**config.mk**
```make
export PLATFORM = sky130hd
export DESIGN_NAME = control_unit
export DESIGN_NICKNAME = d
export VERILOG_FILES = /design/src/rtl/ctrl_pkg.sv /design/src/rtl/ctrl_decode.sv /design/src/rtl/control_unit.sv
export SDC_FILE = /design/constraint.sdc
export NUM_CORES = 1
export LEC_CHECK = 0
export ABC_AREA = 1
export CAP_MARGIN = 40
export CORE_MARGIN = 10
export CORE_UTILIZATION = 41
export DETAILED_ROUTE_END_ITERATION = 8
export PLACE_DENSITY = 0.88
export SLEW_MARGIN = 20
export SYNTH_ARGS = -nofsm -noshare
export SYNTH_HDL_FRONTEND = slang
export SYNTH_SLANG_ARGS = --single-unit
```
**constraint.sdc**
```tcl
create_clock -name clk -period 4 [get_ports clk]
set_clock_uncertainty 0.05 [all_clocks]
set_input_delay 1.2 -clock clk [delete_from_list [all_inputs] [get_ports clk]]
set_output_delay 1.2 -clock clk [all_outputs]
set_load 0.01 [all_outputs]
```
**src/rtl/ctrl_pkg.sv**
```systemverilog
// Shared opcodes, FSM states, instruction classes and datapath select codes
// for the multi-cycle control unit.
package ctrl_pkg;

    localparam logic [3:0] OP_ADD = 4'b0000;
    localparam logic [3:0] OP_ADI = 4'b0001;
    localparam logic [3:0] OP_NDU = 4'b0010;
    localparam logic [3:0] OP_LHI = 4'b0011;
    localparam logic [3:0] OP_LW  = 4'b0100;
    localparam logic [3:0] OP_SW  = 4'b0101;
    localparam logic [3:0] OP_LM  = 4'b0110;
    localparam logic [3:0] OP_SM  = 4'b0111;
    localparam logic [3:0] OP_JAL = 4'b1000;
    localparam logic [3:0] OP_JLR = 4'b1001;
    localparam logic [3:0] OP_BEQ = 4'b1100;

    typedef enum logic [3:0] {
        S_IDLE, S_FETCH, S_PCWB, S_EXEC, S_WB,
        S_ADDR, S_MEMRD, S_MEMWR, S_BRCMP, S_JSAVE,
        S_JTGT, S_BRWB, S_MADDR, S_MXFER
    } state_t;

    typedef enum logic [3:0] {
        C_ADD, C_NDU, C_ADI, C_LHI, C_LW, C_SW,
        C_BEQ, C_JAL, C_JLR, C_LM, C_SM, C_NOP
    } iclass_t;

    // ALU B operand
    localparam logic [2:0] B_ZERO = 3'd0;
    localparam logic [2:0] B_RSVD = 3'd1;
    localparam logic [2:0] B_RD2  = 3'd2;
    localparam logic [2:0] B_IMM6 = 3'd3;
    localparam logic [2:0] B_CNT  = 3'd4;

    // ALU A operand
    localparam logic [2:0] A_ZERO = 3'd0;
    localparam logic [2:0] A_ONE  = 3'd1;
    localparam logic [2:0] A_LHI  = 3'd2;
    localparam logic [2:0] A_IMM6 = 3'd3;
    localparam logic [2:0] A_IMM9 = 3'd4;
    localparam logic [2:0] A_RD1  = 3'd5;
    localparam logic [2:0] A_TMPA = 3'd6;

    // Register file write enable source
    localparam logic [1:0] WEN_OFF = 2'd0;
    localparam logic [1:0] WEN_ON  = 2'd1;
    localparam logic [1:0] WEN_CZ  = 2'd2;
    localparam logic [1:0] WEN_LM  = 2'd3;

    // Register file write address
    localparam logic [2:0] WA_IR11 = 3'd0;
    localparam logic [2:0] WA_IR5  = 3'd1;
    localparam logic [2:0] WA_CNT  = 3'd2;
    localparam logic [2:0] WA_R7   = 3'd3;
    localparam logic [2:0] WA_IR8  = 3'd4;

    // Register file read port 2 address
    localparam logic [1:0] RD2_IR8 = 2'd0;
    localparam logic [1:0] RD2_CNT = 2'd1;
    localparam logic [1:0] RD2_R7  = 2'd2;

    localparam logic DIN_MEM = 1'b0;
    localparam logic DIN_T1  = 1'b1;

    localparam logic [1:0] MW_OFF  = 2'd0;
    localparam logic [1:0] MW_ON   = 2'd1;
    localparam logic [1:0] MW_LMSM = 2'd2;

    localparam logic MDIN_RD1 = 1'b0;
    localparam logic MDIN_RD2 = 1'b1;

    localparam logic ALU_ADD  = 1'b0;
    localparam logic ALU_NAND = 1'b1;

endpackage

```
**src/rtl/ctrl_decode.sv**
```systemverilog
// Combinational opcode classifier: IRout[15:12] to instruction class.
module ctrl_decode
    import ctrl_pkg::*;
(
    input  logic [3:0] opcode,
    output iclass_t    iclass
);

    always_comb begin
        case (opcode)
            OP_ADD:  iclass = C_ADD;
            OP_ADI:  iclass = C_ADI;
            OP_NDU:  iclass = C_NDU;
            OP_LHI:  iclass = C_LHI;
            OP_LW:   iclass = C_LW;
            OP_SW:   iclass = C_SW;
            OP_LM:   iclass = C_LM;
            OP_SM:   iclass = C_SM;
            OP_JAL:  iclass = C_JAL;
            OP_JLR:  iclass = C_JLR;
            OP_BEQ:  iclass = C_BEQ;
            default: iclass = C_NOP;
        endcase
    end

endmodule

```
**src/rtl/control_unit.sv**
```systemverilog
// Moore FSM sequencing the multi-cycle datapath.
// Define CTRL_LMSM_EN to include the load/store-multiple states.
module control_unit
    import ctrl_pkg::*;
(
    input  logic        clk,
    input  logic        proc_rst,
    input  logic [15:0] IRout,
    input  logic        compare,
    output logic [2:0]  Mux1_alu_B,
    output logic [2:0]  Mux2_alu_A,
    output logic [1:0]  Mux3_RF_wen,
    output logic [2:0]  Mux4_RF_wadd,
    output logic [1:0]  Mux5_RF_read2,
    output logic        Mux6_RF_dataIn,
    output logic [1:0]  Mux8_memwrite,
    output logic        Mux9_memDataIn,
    output logic        CZ_en,
    output logic        ALU_op,
    output logic        wIR,
    output logic        wAtmp,
    output logic        T1write,
    output logic [2:0]  counter
);

    state_t  state, next;
    iclass_t iclass;
    logic    unused_ir;

    assign unused_ir = ^IRout[11:0];

    ctrl_decode u_dec (
        .opcode (IRout[15:12]),
        .iclass (iclass)
    );

    always_ff @(posedge clk or negedge proc_rst) begin
        if (!proc_rst) state <= S_IDLE;
        else           state <= next;
    end

`ifdef CTRL_LMSM_EN
    always_ff @(posedge clk or negedge proc_rst) begin
        if (!proc_rst)             counter <= '0;
        else if (state == S_MXFER) counter <= counter + 3'd1;
    end
`else
    assign counter = '0;
`endif

    always_comb begin
        next = S_FETCH;
        unique case (state)
            S_IDLE:  next = S_FETCH;
            S_FETCH: next = S_PCWB;
            S_PCWB: begin
                case (iclass)
                    C_ADD, C_NDU,
                    C_ADI, C_LHI: next = S_EXEC;
                    C_LW, C_SW:   next = S_ADDR;
                    C_BEQ:        next = S_BRCMP;
                    C_JAL, C_JLR: next = S_JSAVE;
`ifdef CTRL_LMSM_EN
                    C_LM, C_SM:   next = S_MADDR;
`endif
                    default:      next = S_FETCH;
                endcase
            end
            S_EXEC:  next = S_WB;
            S_ADDR:  next = (iclass == C_SW) ? S_MEMWR : S_MEMRD;
            S_BRCMP: next = compare ? S_JTGT : S_FETCH;
            S_JSAVE: next = S_JTGT;
            S_JTGT:  next = S_BRWB;
`ifdef CTRL_LMSM_EN
            S_MADDR: next = S_MXFER;
            S_MXFER: next = (counter == 3'd7) ? S_FETCH : S_MADDR;
`endif
            default: next = S_FETCH;
        endcase
    end

    always_comb begin
        Mux1_alu_B     = B_ZERO;
        Mux2_alu_A     = A_ZERO;
        Mux3_RF_wen    = WEN_OFF;
        Mux4_RF_wadd   = WA_IR11;
        Mux5_RF_read2  = RD2_IR8;
        Mux6_RF_dataIn = DIN_MEM;
        Mux8_memwrite  = MW_OFF;
        Mux9_memDataIn = MDIN_RD1;
        CZ_en          = 1'b0;
        ALU_op         = ALU_ADD;
        wIR            = 1'b0;
        wAtmp          = 1'b0;
        T1write        = 1'b0;
        unique case (state)
            S_FETCH: begin
                wIR           = 1'b1;
                T1write       = 1'b1;
                Mux5_RF_read2 = RD2_R7;
                Mux1_alu_B    = B_RD2;
                Mux2_alu_A    = A_ONE;
            end
            S_PCWB, S_BRWB: begin
                Mux3_RF_wen    = WEN_ON;
                Mux4_RF_wadd   = WA_R7;
                Mux6_RF_dataIn = DIN_T1;
                wAtmp          = (state == S_PCWB);
            end
            S_EXEC: begin
                T1write = 1'b1;
                if (iclass == C_LHI) begin
                    Mux2_alu_A = A_LHI;
                end else begin
                    Mux2_alu_A = A_RD1;
                    Mux1_alu_B = (iclass == C_ADI) ? B_IMM6 : B_RD2;
                    ALU_op     = (iclass == C_NDU) ? ALU_NAND : ALU_ADD;
                    CZ_en      = 1'b1;
                end
            end
            S_WB: begin
                Mux6_RF_dataIn = DIN_T1;
                if (iclass == C_ADD || iclass == C_NDU) begin
                    Mux3_RF_wen  = WEN_CZ;
                    Mux4_RF_wadd = WA_IR5;
                end else begin
                    Mux3_RF_wen  = WEN_ON;
                    Mux4_RF_wadd = (iclass == C_ADI) ? WA_IR8 : WA_IR11;
                end
            end
            S_ADDR: begin
                T1write    = 1'b1;
                Mux1_alu_B = B_RD2;
                Mux2_alu_A = A_IMM6;
            end
            S_MEMRD: Mux3_RF_wen = WEN_ON;
            S_MEMWR: Mux8_memwrite = MW_ON;
            S_BRCMP: begin
                Mux2_alu_A = A_RD1;
                Mux1_alu_B = B_RD2;
            end
            S_JSAVE: begin
                Mux3_RF_wen    = WEN_ON;
                Mux6_RF_dataIn = DIN_T1;
            end
            S_JTGT: begin
                T1write    = 1'b1;
                Mux1_alu_B = B_RD2;
                if (iclass == C_JLR) begin
                    Mux2_alu_A = A_ZERO;
                end else begin
                    Mux5_RF_read2 = RD2_R7;
                    Mux2_alu_A = (iclass == C_JAL) ? A_IMM9 : A_IMM6;
                end
            end
            S_MADDR: begin
                T1write    = 1'b1;
                Mux2_alu_A = A_TMPA;
                Mux1_alu_B = B_CNT;
            end
            S_MXFER: begin
                if (iclass == C_SM) begin
                    Mux8_memwrite  = MW_LMSM;
                    Mux5_RF_read2  = RD2_CNT;
                    Mux9_memDataIn = MDIN_RD2;
                end else begin
                    Mux3_RF_wen  = WEN_LM;
                    Mux4_RF_wadd = WA_CNT;
                end
            end
            default: ;
        endcase
    end

endmodule

```
==> key figures <==
Run status
  – Outcome: finished, final reports clean

Setup path
  – CP bufs+invs: 4
  – Arr. time, crit path: 2.69 ns
  – CP startpoint kind: input pin
  – Crit-path max cell delay: approximately 0.54 ns
  – CP max FO: 5
  – Critical path class: in -> out
  – Worst endpoint required time: between 2 and 3 ns
  – CP cell instances: dlygate4sd2_1, nor2_2, nand2_2, inv_2, buf_4, nand2_1, nand2_1, clkdlybuf4s50_1
  – Crit. End Element: output port
  – Critical-path top delay cell: clkdlybuf4s50_1
  – Most frequent CP cell: nand2_1
  – Crit path max-delay family: buffers and inverters

Clock network
  – Clock sink count: 4
  – Total CTS buffers: 3
  – Htree depth: 1
  – CTS tree: yes
  – Reg clk slew, reported paths: 0.04 ns
  – Clk_lat worst skew: approximately 0.23 ns
  – Max Root-Sink Buffers: 2
  – CTS Root Cell: clkbuf_4

Final layout
  – Area delta synth->final: 54.6%
  – Fin area: roughly 0.0012 sq mm
  – Diodes inserted: 0
  – Largest registers: state: 4 flops
  – Nets: between 200 and 250
  – Largest register by flop count: state
  – Largest register FFs: 4
  – Share of cells above drive strength 1: between 30% and 40%
  – Fillers: around 170
  – Filler-free cell count of the finished design: approximately 210

Logic synthesis
  – Number of synthesized register bits: 4
  – Synth area leader: nand2_1
  – Top cells by count, synth: nand2_1, inv_1, nand3_1
  – Largest family of logic cells by synthesized area: simple AND/OR/NAND/NOR gates
  – Top cell type's share of synthesized area: around 16%
  – Syn Inst Count: between 100 and 150
  – Count leader, synth: nand2_1
  – Synth Area in XOR/XNOR: 0%
  – Post-Synth Adder-Cell Area: 6.44%
  – Synth Area in Simple Gates: 56.2%
  – Ys flop type: dfrtp_1
  – Post-synthesis sequential area ratio: about 13%
  – Synthesized area per cell: between 5 and 6 sq um
  – Yosys warning total: 0
  – Mux cell area share after synthesis: 0%
  – EDFF count, synth: 0
  – Distinct cells, synth: 26
  – Synth Cell Area: slightly below 800 sq um
  – Synth top area cells: nand2_1, dfrtp_1, inv_1, nand3_1, nor2_1
  – Ys async rst share: 100%
  – Compound-Gate Fraction of Synth Area: 6.92%

Timing
  – Fin Setup TNS: 0 ns
  – RSZ-0062 raised after global routing: true
  – Hold_ws: 0.652 ns
  – Fin crit period: between 3 and 4 ns
  – Final slew viol count: 0
  – PnR worst setup slack: about 0.056 ns
  – Hold Vio Cnt, Final: 0
  – Crit share post-route: 98.6%
  – F_max: roughly 250 MHz
  – # setup viols final: 0

Job
  – Max Cap Viol: 0

Floorplan
  – Die area: ~0.004 sq mm
  – Starting Density: between 40% and 50%
  – Chip Width: around 64 um
  – Io pins: 44
  – Die boundary height: approximately 64 um
  – Site Rows: 15
  – CORE AREA: between 0.0015 and 0.002 sq mm

Routing
  – Drt drc: 0
  – Routed WL per cell: 14.6 um
  – Drt first-iter violations: between 50 and 60
  – ANT nets after route: 0
  – Routed vias/inst: between 5 and 6
  – Routed vias: approximately 1100
  – First-pass DRT Iterations: 4
  – Final Routed Wirelength: 3040 um

Global routing
  – All-Layer GR Usage: 13.1%
  – Number of antenna violations at the first check in global routing: 0
  – Global route overflow: 0
  – Pin count of the biggest net entering global routing: 8
  – Vias in the first global route: 1028
  – First-pass GRT wire length: between 4000 and 5000 um

Placed design
  – Placed Area: approximately 0.0012 sq mm
  – GPL Wtd Cong: approximately 0.94
  – IO Port Bufs: 28
  – Placed instance count: 200
  – Hpwl dp: ~2200 um
  – Dpl ws: -0.610 ns

Power
  – Leak: 0.693 nW
  – Max IR drop VDD: ~0.00040 V
  – PD cells: 467 mW/mm^2

Hold path
  – HP Class: reg -> reg
## layer usage
layer	global-route usage [%]	routed length (um)	vias up
li1	-	-	518
met5	0	0	-
met1	12.5	1110	498
met2	23.6	1430	77
met4	7.92	174	0
met3	4.24	322	20
## area by class of cell
| cell class | instances | area [sq um] | area share (%) |
|---|---|---|---|
| Clock buffer | 3 | 22.5 | 1.88 |
| Inverter | 28 | 105 | 8.75 |
| Multi-Input combinational cell | 102 | 589 | 49.1 |
| Sequential cell | 4 | 100 | 8.33 |
| Tap cell | 25 | 31.3 | 2.60 |
| Timing Repair Buffer | 46 | 353 | 29.4 |
## worst paths after layout
| kind | slack (ns) | from | depth (start not counted) | endpoint |
|---|---|---|---|---|
| max in group asynchronous | 2.63 | proc_rst | 1 | state[1] |
| max reg2reg | 2.54 | state[3] | 6 | state[0] |
| min reg2reg | 0.65 | state[0] | 3 | state[3] |
| min in group asynchronous | 1.11 | proc_rst | 1 | state[2] |
| max | 0.06 | IRout[15] | 8 | Mux4_RF_wadd[0] |
| min | 0.65 | state[0] | 3 | state[3] |
## cell usage in the layout, fill, tap and decap left out
master           synthesis  layout
dlygate4sd2_1            0       5
nor2_4                   2       3
o211ai_1                 1       1
o22ai_1                  1       1
o21ai_2                  1       1
inv_1                   26      24
inv_2                    2       4
buf_4                    3      17
clkbuf_2                 0       7
nor2_1                  14      14
a21oi_1                  1       1
conb_1                   1       3
clkdlybuf4s15_1          0       2
ha_1                     4       4
nor3_2                   3       4
nand3_2                  3       7
nand2_2                  4       7
clkbuf_4                 0       3
nand3_1                 17      13
buf_6                    0       1
dfrtp_1                  4       4
nand4_1                  4       4
nand3b_1                 2       2
a21oi_2                  1       1
buf_2                    1       5
nand2_1                 34      31
and2_1                   1       1
nor2_2                   2       1
o21bai_1                 1       1
o21ai_0                  2       2
clkdlybuf4s50_1          0       9
## stage by stage
| stage | power, mW | utilization, % |
|---|---|---|
| 2_1_floorplan | 0.310 | - |
| 3_3_place_gp | 0.523 | 66.1 |
| 3_5_place_dp | 0.533 | 66.1 |
| 4_1_cts | 0.561 | 69.5 |
| 5_1_grt | 0.605 | 68.1 |
| 6_report | 0.561 | 68.1 |
## report_power, final
| group | internal, mW | total, mW | leakage (nW) | switching, mW |
|---|---|---|---|---|
| logic | 0.182 | 0.438 | 0.629 | 0.255 |
| registers | 0.0569 | 0.0739 | 0.0509 | 0.0170 |
| clock network | 0.0335 | 0.0492 | 0.0138 | 0.0157 |
| total | 0.273 | 0.561 | 0.693 | 0.288 |
## repair_timing
action                     4_1_cts  5_1_grt
hold buffers                     0        0
pin swaps                        6        5
setup endpoints to repair       16       16
hold endpoints to repair         0        0
cloned                           0        0
buffers inserted                 4        1
gates resized for setup         45       18
## logic make-up after synthesis
| kind of cell | after synthesis |
|---|---|
| adder cells (fa/ha/maj) | 4 |
| AO/OA/AOI/OAI | 8 |
| flip-flops | 4 |
| buffers and inverters | 32 |
| other | 1 |
| AND/OR/NAND/NOR | 87 |
## worst min-delay path: cells and delay by family, from the launching register on
kind             cells  cell delay, ns
DFF                  1            0.40
and+or+nand+nor      3            0.24
(Power assumes the default switching activity.)
